==> src/rtl/register_read_stage_pkg.sv <==
// Shared core types for the register-read stage: physical register sizing,
// the scheduler issue packet and the execute packet derived from it.
package register_read_stage_pkg;

  localparam int NUM_PREGS = 64;
  localparam int PREG_W    = $clog2(NUM_PREGS);

  typedef logic [PREG_W-1:0] preg_idx_t;

  typedef enum logic [1:0] {
    FU_ALU    = 2'd0,
    FU_MUL    = 2'd1,
    FU_LSU    = 2'd2,
    FU_BRANCH = 2'd3
  } fu_type_e;

  typedef struct packed {
    logic [31:0] pc;
    preg_idx_t   src1_preg;
    preg_idx_t   src2_preg;
    preg_idx_t   dst_preg;
    logic [31:0] imm_val;
    logic        instr_valid;
    logic [5:0]  rob_idx;
    fu_type_e    fu_type;
    logic [3:0]  alu_op;
  } sched_pkt_t;

  typedef struct packed {
    sched_pkt_t  sched;
    logic [31:0] src1_val;
    logic [31:0] src2_val;
  } exec_pkt_t;

  // Forwarded data is newer than the register file copy, so it always wins.
  function automatic logic [31:0] pick_operand(input logic        fwrd_hit,
                                               input logic [31:0] fwrd_val,
                                               input logic [31:0] rf_val);
    return fwrd_hit ? fwrd_val : rf_val;
  endfunction

endpackage

==> src/rtl/register_read_stage_if.sv <==
// Interfaces around the register-read stage: scheduler in, register file and
// forwarding lookups, execute out. The stage uses the modport named per file.
interface scheduler_reg_read_if;
  import register_read_stage_pkg::*;

  // fire_valid qualifies sched_pkt for exactly one cycle; there is no ready,
  // so the receiver must take every fired packet.
  logic       fire_valid;
  sched_pkt_t sched_pkt;

  modport master (output fire_valid, output sched_pkt);
  modport slave  (input  fire_valid, input  sched_pkt);
endinterface

interface reg_read_phys_reg_file_if;
  import register_read_stage_pkg::*;

  preg_idx_t   src1_reg;
  preg_idx_t   src2_reg;
  logic [31:0] src1_val;
  logic [31:0] src2_val;

  modport master (output src1_reg, output src2_reg, input  src1_val, input  src2_val);
  modport slave  (input  src1_reg, input  src2_reg, output src1_val, output src2_val);
endinterface

interface fwrd_reg_read_if;
  import register_read_stage_pkg::*;

  preg_idx_t   src1_reg;
  preg_idx_t   src2_reg;
  logic        src1_fwrd_hit;
  logic        src2_fwrd_hit;
  logic [31:0] src1_val;
  logic [31:0] src2_val;

  modport master (output src1_reg, output src2_reg,
                  input  src1_fwrd_hit, input src2_fwrd_hit,
                  input  src1_val, input src2_val);
  modport slave  (input  src1_reg, input  src2_reg,
                  output src1_fwrd_hit, output src2_fwrd_hit,
                  output src1_val, output src2_val);
endinterface

interface reg_read_execute_if;
  import register_read_stage_pkg::*;

  logic      fire_valid;
  exec_pkt_t exec_pkt;

  modport master (output fire_valid, output exec_pkt);
  modport slave  (input  fire_valid, input  exec_pkt);
endinterface

==> src/rtl/register_read_stage_operand_select.sv <==
// One source operand: forwarding network value on a hit, else register file.
module operand_select
  import register_read_stage_pkg::*;
(
  input  logic        fwrd_hit,
  input  logic [31:0] fwrd_val,
  input  logic [31:0] rf_val,
  output logic [31:0] operand
);

  always_comb begin
    operand = pick_operand(fwrd_hit, fwrd_val, rf_val);
  end

endmodule

==> src/rtl/register_read_stage.sv <==
// Register-read stage: combinational source lookup, operand select, and a
// one-cycle pipeline register into the execute packet.
module register_read_stage
  import register_read_stage_pkg::*;
(
  input  logic                     clk,
  input  logic                     rst,
  scheduler_reg_read_if.slave      sched_if,
  reg_read_phys_reg_file_if.master reg_file_if,
  fwrd_reg_read_if.master          fwrd_if,
  reg_read_execute_if.master       exec_if
);

  logic [31:0] operand_1;
  logic [31:0] operand_2;

  // Lookups follow sched_pkt regardless of fire_valid or reset.
  always_comb begin
    reg_file_if.src1_reg = sched_if.sched_pkt.src1_preg;
    reg_file_if.src2_reg = sched_if.sched_pkt.src2_preg;
    fwrd_if.src1_reg     = sched_if.sched_pkt.src1_preg;
    fwrd_if.src2_reg     = sched_if.sched_pkt.src2_preg;
  end

  operand_select u_src1_sel (
    .fwrd_hit (fwrd_if.src1_fwrd_hit),
    .fwrd_val (fwrd_if.src1_val),
    .rf_val   (reg_file_if.src1_val),
    .operand  (operand_1)
  );

  operand_select u_src2_sel (
    .fwrd_hit (fwrd_if.src2_fwrd_hit),
    .fwrd_val (fwrd_if.src2_val),
    .rf_val   (reg_file_if.src2_val),
    .operand  (operand_2)
  );

  // Non-fired cycles load an all-zero bubble so stale data never lingers.
  always_ff @(posedge clk) begin
    if (rst) begin
      exec_if.fire_valid <= 1'b0;
      exec_if.exec_pkt   <= '0;
    end else if (sched_if.fire_valid) begin
      exec_if.fire_valid        <= 1'b1;
      exec_if.exec_pkt.sched    <= sched_if.sched_pkt;
      exec_if.exec_pkt.src1_val <= operand_1;
      exec_if.exec_pkt.src2_val <= operand_2;
    end else begin
      exec_if.fire_valid <= 1'b0;
      exec_if.exec_pkt   <= '0;
    end
  end

endmodule

==> src/flat_wrapper.sv <==
// flat-port wrapper written by rule: the top's interface ports become plain ports
module register_read_stage_flat import register_read_stage_pkg::*;
  (clk, rst, sched_if_fire_valid, sched_if_sched_pkt, reg_file_if_src1_reg, reg_file_if_src2_reg, reg_file_if_src1_val, reg_file_if_src2_val, fwrd_if_src1_reg, fwrd_if_src2_reg, fwrd_if_src1_fwrd_hit, fwrd_if_src2_fwrd_hit, fwrd_if_src1_val, fwrd_if_src2_val, exec_if_fire_valid, exec_if_exec_pkt);
  scheduler_reg_read_if sched_if_i ();
  reg_read_phys_reg_file_if reg_file_if_i ();
  fwrd_reg_read_if fwrd_if_i ();
  reg_read_execute_if exec_if_i ();
  input  logic clk;
  input  logic rst;
  input wire logic [$bits(sched_if_i.fire_valid)-1:0] sched_if_fire_valid;
  input wire logic [$bits(sched_if_i.sched_pkt)-1:0] sched_if_sched_pkt;
  output wire logic [$bits(reg_file_if_i.src1_reg)-1:0] reg_file_if_src1_reg;
  output wire logic [$bits(reg_file_if_i.src2_reg)-1:0] reg_file_if_src2_reg;
  input wire logic [$bits(reg_file_if_i.src1_val)-1:0] reg_file_if_src1_val;
  input wire logic [$bits(reg_file_if_i.src2_val)-1:0] reg_file_if_src2_val;
  output wire logic [$bits(fwrd_if_i.src1_reg)-1:0] fwrd_if_src1_reg;
  output wire logic [$bits(fwrd_if_i.src2_reg)-1:0] fwrd_if_src2_reg;
  input wire logic [$bits(fwrd_if_i.src1_fwrd_hit)-1:0] fwrd_if_src1_fwrd_hit;
  input wire logic [$bits(fwrd_if_i.src2_fwrd_hit)-1:0] fwrd_if_src2_fwrd_hit;
  input wire logic [$bits(fwrd_if_i.src1_val)-1:0] fwrd_if_src1_val;
  input wire logic [$bits(fwrd_if_i.src2_val)-1:0] fwrd_if_src2_val;
  output wire logic [$bits(exec_if_i.fire_valid)-1:0] exec_if_fire_valid;
  output wire logic [$bits(exec_if_i.exec_pkt)-1:0] exec_if_exec_pkt;
  assign sched_if_i.fire_valid = sched_if_fire_valid;
  assign sched_if_i.sched_pkt = sched_if_sched_pkt;
  assign reg_file_if_src1_reg = reg_file_if_i.src1_reg;
  assign reg_file_if_src2_reg = reg_file_if_i.src2_reg;
  assign reg_file_if_i.src1_val = reg_file_if_src1_val;
  assign reg_file_if_i.src2_val = reg_file_if_src2_val;
  assign fwrd_if_src1_reg = fwrd_if_i.src1_reg;
  assign fwrd_if_src2_reg = fwrd_if_i.src2_reg;
  assign fwrd_if_i.src1_fwrd_hit = fwrd_if_src1_fwrd_hit;
  assign fwrd_if_i.src2_fwrd_hit = fwrd_if_src2_fwrd_hit;
  assign fwrd_if_i.src1_val = fwrd_if_src1_val;
  assign fwrd_if_i.src2_val = fwrd_if_src2_val;
  assign exec_if_fire_valid = exec_if_i.fire_valid;
  assign exec_if_exec_pkt = exec_if_i.exec_pkt;
  register_read_stage u_core (.clk(clk), .rst(rst), .sched_if(sched_if_i), .reg_file_if(reg_file_if_i), .fwrd_if(fwrd_if_i), .exec_if(exec_if_i));
endmodule
==> config.mk <==
export PLATFORM = sky130hd
export DESIGN_NAME = register_read_stage_flat
export DESIGN_NICKNAME = d
export VERILOG_FILES = /design/src/rtl/register_read_stage_pkg.sv /design/src/rtl/register_read_stage_if.sv /design/src/rtl/register_read_stage_operand_select.sv /design/src/rtl/register_read_stage.sv /design/src/flat_wrapper.sv
export SDC_FILE = /design/constraint.sdc
export NUM_CORES = 1
export LEC_CHECK = 0
export CAP_MARGIN = 5
export CELL_PAD_IN_SITES_DETAIL_PLACEMENT = 1
export CELL_PAD_IN_SITES_GLOBAL_PLACEMENT = 2
export CORE_AREA = 4 4 160 162
export CTS_BUF_LIST = sky130_fd_sc_hd__clkbuf_16
export CTS_CLUSTER_DIAMETER = 40
export DETAILED_ROUTE_END_ITERATION = 10
export DIE_AREA = 0 0 164 166
export DONT_BUFFER_PORTS = 1
export HOLD_SLACK_MARGIN = 0.08
export PLACE_DENSITY_LB_ADDON = 0.08
export SLEW_MARGIN = 20
export SYNTH_ARGS = -nofsm -noshare
export SYNTH_HDL_FRONTEND = slang
export SYNTH_HIERARCHICAL = 1
export SYNTH_SLANG_ARGS = --single-unit
==> constraint.sdc <==
create_clock -name clk -period 3.2 [get_ports clk]
set_input_delay 0.64 -clock clk [delete_from_list [all_inputs] [get_ports clk]]
set_output_delay 0.64 -clock clk [all_outputs]
set_load 0.02 [all_outputs]
==> metrics.txt <==
# TYPE chip_impl_metric gauge
chip_impl_info{name="result_of_the_run",value="complete, no violations"} 1
chip_impl_metric{name="timing.critical_path.fanout_max",unit=""} 1
chip_impl_metric{name="syn-mean-instance-area",unit="µm²"} 13.62
chip_impl_metric{name="synth.net_count",unit=""} 678
chip_impl_metric{name="placement_rows",unit=""} 57
chip_impl_metric{name="max_slew_margin",unit=""} 0.7925
chip_impl_metric{name="core_box_area",unit="mm²"} 0.02411
chip_impl_metric{name="worst_pin_slew",unit="ps"} 310.8
chip_impl_info{name="synthFlopType",value="sky130_fd_sc_hd__dfxtp_1"} 1
chip_impl_info{name="synthTopCellsByArea",value="sky130_fd_sc_hd__dfxtp_1, sky130_fd_sc_hd__and3b_1, sky130_fd_sc_hd__mux2_4"} 1
chip_impl_metric{name="ant_nets",unit=""} 0
chip_impl_metric{name="grt_util_all_layers",unit=""} 0.1188
chip_impl_metric{name="required",unit="ps"} 2560
chip_impl_metric{name="fin_worst_hold_slack",unit="ps"} 339.7
chip_impl_metric{name="largest_net_degree_at_the_start_of_global_routing",unit=""} 161
chip_impl_info{name="hold_path_class",value="in -> reg"} 1
chip_impl_metric{name="netlist-cell-type-count",unit=""} 11
chip_impl_metric{name="fp.dieW",unit="µm"} 164
chip_impl_metric{name="synth_largest_type_area_fraction",unit=""} 0.5226
chip_impl_info{name="cts_tree",value="yes"} 1
chip_impl_metric{name="dpl_cell_area",unit="mm²"} 0.005974
chip_impl_metric{name="final_critical_path_setup_slack",unit="ps"} 1645
chip_impl_metric{name="ys_seq_elements",unit=""} 160
chip_impl_info{name="capture_endpoint_of_the_worst_hold_path",value="u_core/exec_if.fire_valid"} 1
chip_impl_metric{name="postSynthCellCount",unit=""} 450
chip_impl_metric{name="syn2layout_area_growth",unit="%"} 7.389
chip_impl_metric{name="power.share.combinational",unit=""} 0.042
chip_impl_metric{name="layout_cells_sized_above_1",unit=""} 0.2692
chip_impl_info{name="critPathKind",value="reg -> out"} 1
chip_impl_metric{name="cts_inserted_buffers",unit=""} 17
chip_impl_metric{name="synth_sequential_area_ratio",unit=""} 0.5226
chip_impl_metric{name="floorplan.initialDensity",unit=""} 0.2543
chip_impl_metric{name="power.clock.fraction",unit=""} 0.462
chip_impl_metric{name="cts_max_path_bufs",unit=""} 2
chip_impl_metric{name="postCtsSetupBuffers",unit=""} 0
chip_impl_metric{name="synth_enable_flop_cells",unit=""} 0
chip_impl_metric{name="final_net_count",unit=""} 631
chip_impl_metric{name="max_slew_violation_count",unit=""} 0
chip_impl_metric{name="total_switching_power",unit="mW"} 1.090
chip_impl_metric{name="internal-power",unit="mW"} 3.413
chip_impl_metric{name="grt_pass1_wl",unit="µm"} 24090
chip_impl_metric{name="vdd_drop_max",unit="mV"} 0.2480
chip_impl_metric{name="syn-cell-area",unit="mm²"} 0.006130
chip_impl_metric{name="vias",unit=""} 3159
chip_impl_metric{name="cts_max_level",unit=""} 4
chip_impl_metric{name="first_global_vias",unit=""} 3662
chip_impl_metric{name="finalCoreUtilization",unit=""} 0.2731
chip_impl_metric{name="total_negative_slack",unit="ps"} 0
chip_impl_metric{name="share_seq_of_total_power",unit=""} 0.496
chip_impl_metric{name="antenna_found_initial",unit=""} 2
chip_impl_metric{name="finalWorstPathRequiredPeriod",unit="ps"} 1555
chip_impl_info{name="holdCritStartpoint",value="rst"} 1
chip_impl_metric{name="hold_path_depth",unit=""} 1
chip_impl_metric{name="setup_viol",unit=""} 0
chip_impl_metric{name="fp.dieH",unit="µm"} 166
chip_impl_metric{name="detail_route.wirelength",unit="µm"} 16980
chip_impl_metric{name="layoutNonFillerInstCount",unit=""} 742
chip_impl_info{name="grt_setup_unrepaired",value="false"} 1
chip_impl_metric{name="cts.sinks",unit=""} 160
chip_impl_metric{name="io_pins",unit=""} 412
chip_impl_metric{name="grt_remaining_overflow",unit=""} 0
chip_impl_metric{name="routedWlPerCell",unit="µm"} 22.89
chip_impl_info{name="critical_path.endpoint_type",value="primary output"} 1
chip_impl_metric{name="hpwl",unit="µm"} 12230
chip_impl_info{name="post-synth-top-count-cell",value="sky130_fd_sc_hd__dfxtp_1"} 1
chip_impl_info{name="root_buffer",value="sky130_fd_sc_hd__clkbuf_16"} 1
chip_impl_metric{name="final-hold-violation-count",unit=""} 0
chip_impl_metric{name="drt-initial-drc-count",unit=""} 110
chip_impl_metric{name="drv_cap",unit=""} 0
chip_impl_info{name="synth.cells.most_frequent",value="sky130_fd_sc_hd__dfxtp_1, sky130_fd_sc_hd__and3b_1, sky130_fd_sc_hd__mux2_4, sky130_fd_sc_hd__buf_4, sky130_fd_sc_hd__and3b_2"} 1
chip_impl_metric{name="cts-hold-fix-buffers",unit=""} 0
chip_impl_metric{name="design.die.area",unit="mm²"} 0.02722
chip_impl_metric{name="post_cts_resized",unit=""} 0
chip_impl_metric{name="place.detailed.instances",unit=""} 708
chip_impl_metric{name="route.detailed.drc",unit=""} 0
chip_impl_metric{name="power_density",unit="mW/mm²"} 684.2
chip_impl_metric{name="yosys_warnings",unit=""} 6
chip_impl_metric{name="placement.io_buffers",unit=""} 0
chip_impl_metric{name="fin_total_pwr",unit="mW"} 4.504
chip_impl_metric{name="clk_transition_reported_paths",unit="ps"} 70
chip_impl_metric{name="timing.fmax",unit="MHz"} 643.0
chip_impl_metric{name="critPathArrivalTime",unit="ps"} 920
chip_impl_metric{name="globalplace.congestion",unit=""} 0.6914
chip_impl_metric{name="async_sr_flop_fraction",unit=""} 0
chip_impl_info{name="startpoint_type",value="register"} 1
chip_impl_metric{name="post-route-cell-area",unit="mm²"} 0.006583
chip_impl_metric{name="via_per_inst",unit=""} 4.257
chip_impl_metric{name="final.period_utilization",unit=""} 0.4860
chip_impl_info{name="post-synth-top-area-cell",value="sky130_fd_sc_hd__dfxtp_1"} 1
chip_impl_metric{name="switching_share",unit=""} 0.2421
chip_impl_metric{name="drtPass1Iterations",unit=""} 4
chip_impl_metric{name="leakage",unit="nW"} 3.233
chip_impl_metric{name="placement.setup.worst_slack",unit="ps"} 1919
per-layer routing:
metal / global-route usage / share of wire
met5: 0 / 0
met4: 0.03720 / 0.013
met1: 0.1143 / 0.34
met3: 0.05510 / 0.11
met2: 0.2222 / 0.54
kinds of logic after synthesis:
| family | share of synthesized area |
|---|---|
| buffers and inverters | 0.09145 |
| DFF | 0.5226 |
| muxes | 0.1543 |
| and+or+nand+nor | 0.2317 |
flip-flops by register name (all words and copies together) (netlist names):
register / flops
u_core/exec_if.exec_pkt: 159
u_core/exec_if.fire_valid: 1
cell usage in the layout, fill, tap and decap left out, drive strengths merged:
cell / synthesis / routed
diode: 0 / 2
clkinv: 0 / 4
inv: 0 / 7
and3b: 159 / 159
dfxtp: 160 / 160
bufinv: 0 / 2
mux2: 64 / 64
clkinvlp: 0 / 2
nor2b: 1 / 1
clkbuf: 6 / 17
power by group through the flow:
| stage | sequential, mW | combinational, mW | clock (mW) |
|---|---|---|---|
| after floorplan | 2.25 | 0.306 | 0 |
| after global placement | 2.29 | 0.192 | 0 |
| after detailed placement | 2.29 | 0.194 | 0 |
| after CTS | 2.24 | 0.193 | 2.17 |
| after global routing | 2.24 | 0.206 | 2.25 |
| final | 2.23 | 0.190 | 2.08 |
final cells by class:
type / instances / area (µm²)
antenna: 2 / 5.005
fill: 2636 / 17520
tap: 324 / 405.4
clock inverter: 15 / 177.7
clock buffer: 17 / 425.4
sequential: 160 / 3203
multi-input combinational: 224 / 2366
how the worst max path moves through the flow:
stage                                             end  cells past startpoint                        start  slack (ps)
after global placement            fwrd_if_src1_reg[4]                      0       sched_if_sched_pkt[61]        1920
after floorplan           u_core/exec_if.exec_pkt[40]                      4        fwrd_if_src1_fwrd_hit        1710
after global routing             exec_if_exec_pkt[22]                      0  u_core/exec_if.exec_pkt[22]        1590
after CTS                        exec_if_exec_pkt[22]                      0  u_core/exec_if.exec_pkt[22]        1590
after detailed placement          fwrd_if_src1_reg[4]                      0       sched_if_sched_pkt[61]        1920
final                            exec_if_exec_pkt[22]                      0  u_core/exec_if.exec_pkt[22]        1640
Note: power is estimated with default switching activity, not from simulation.
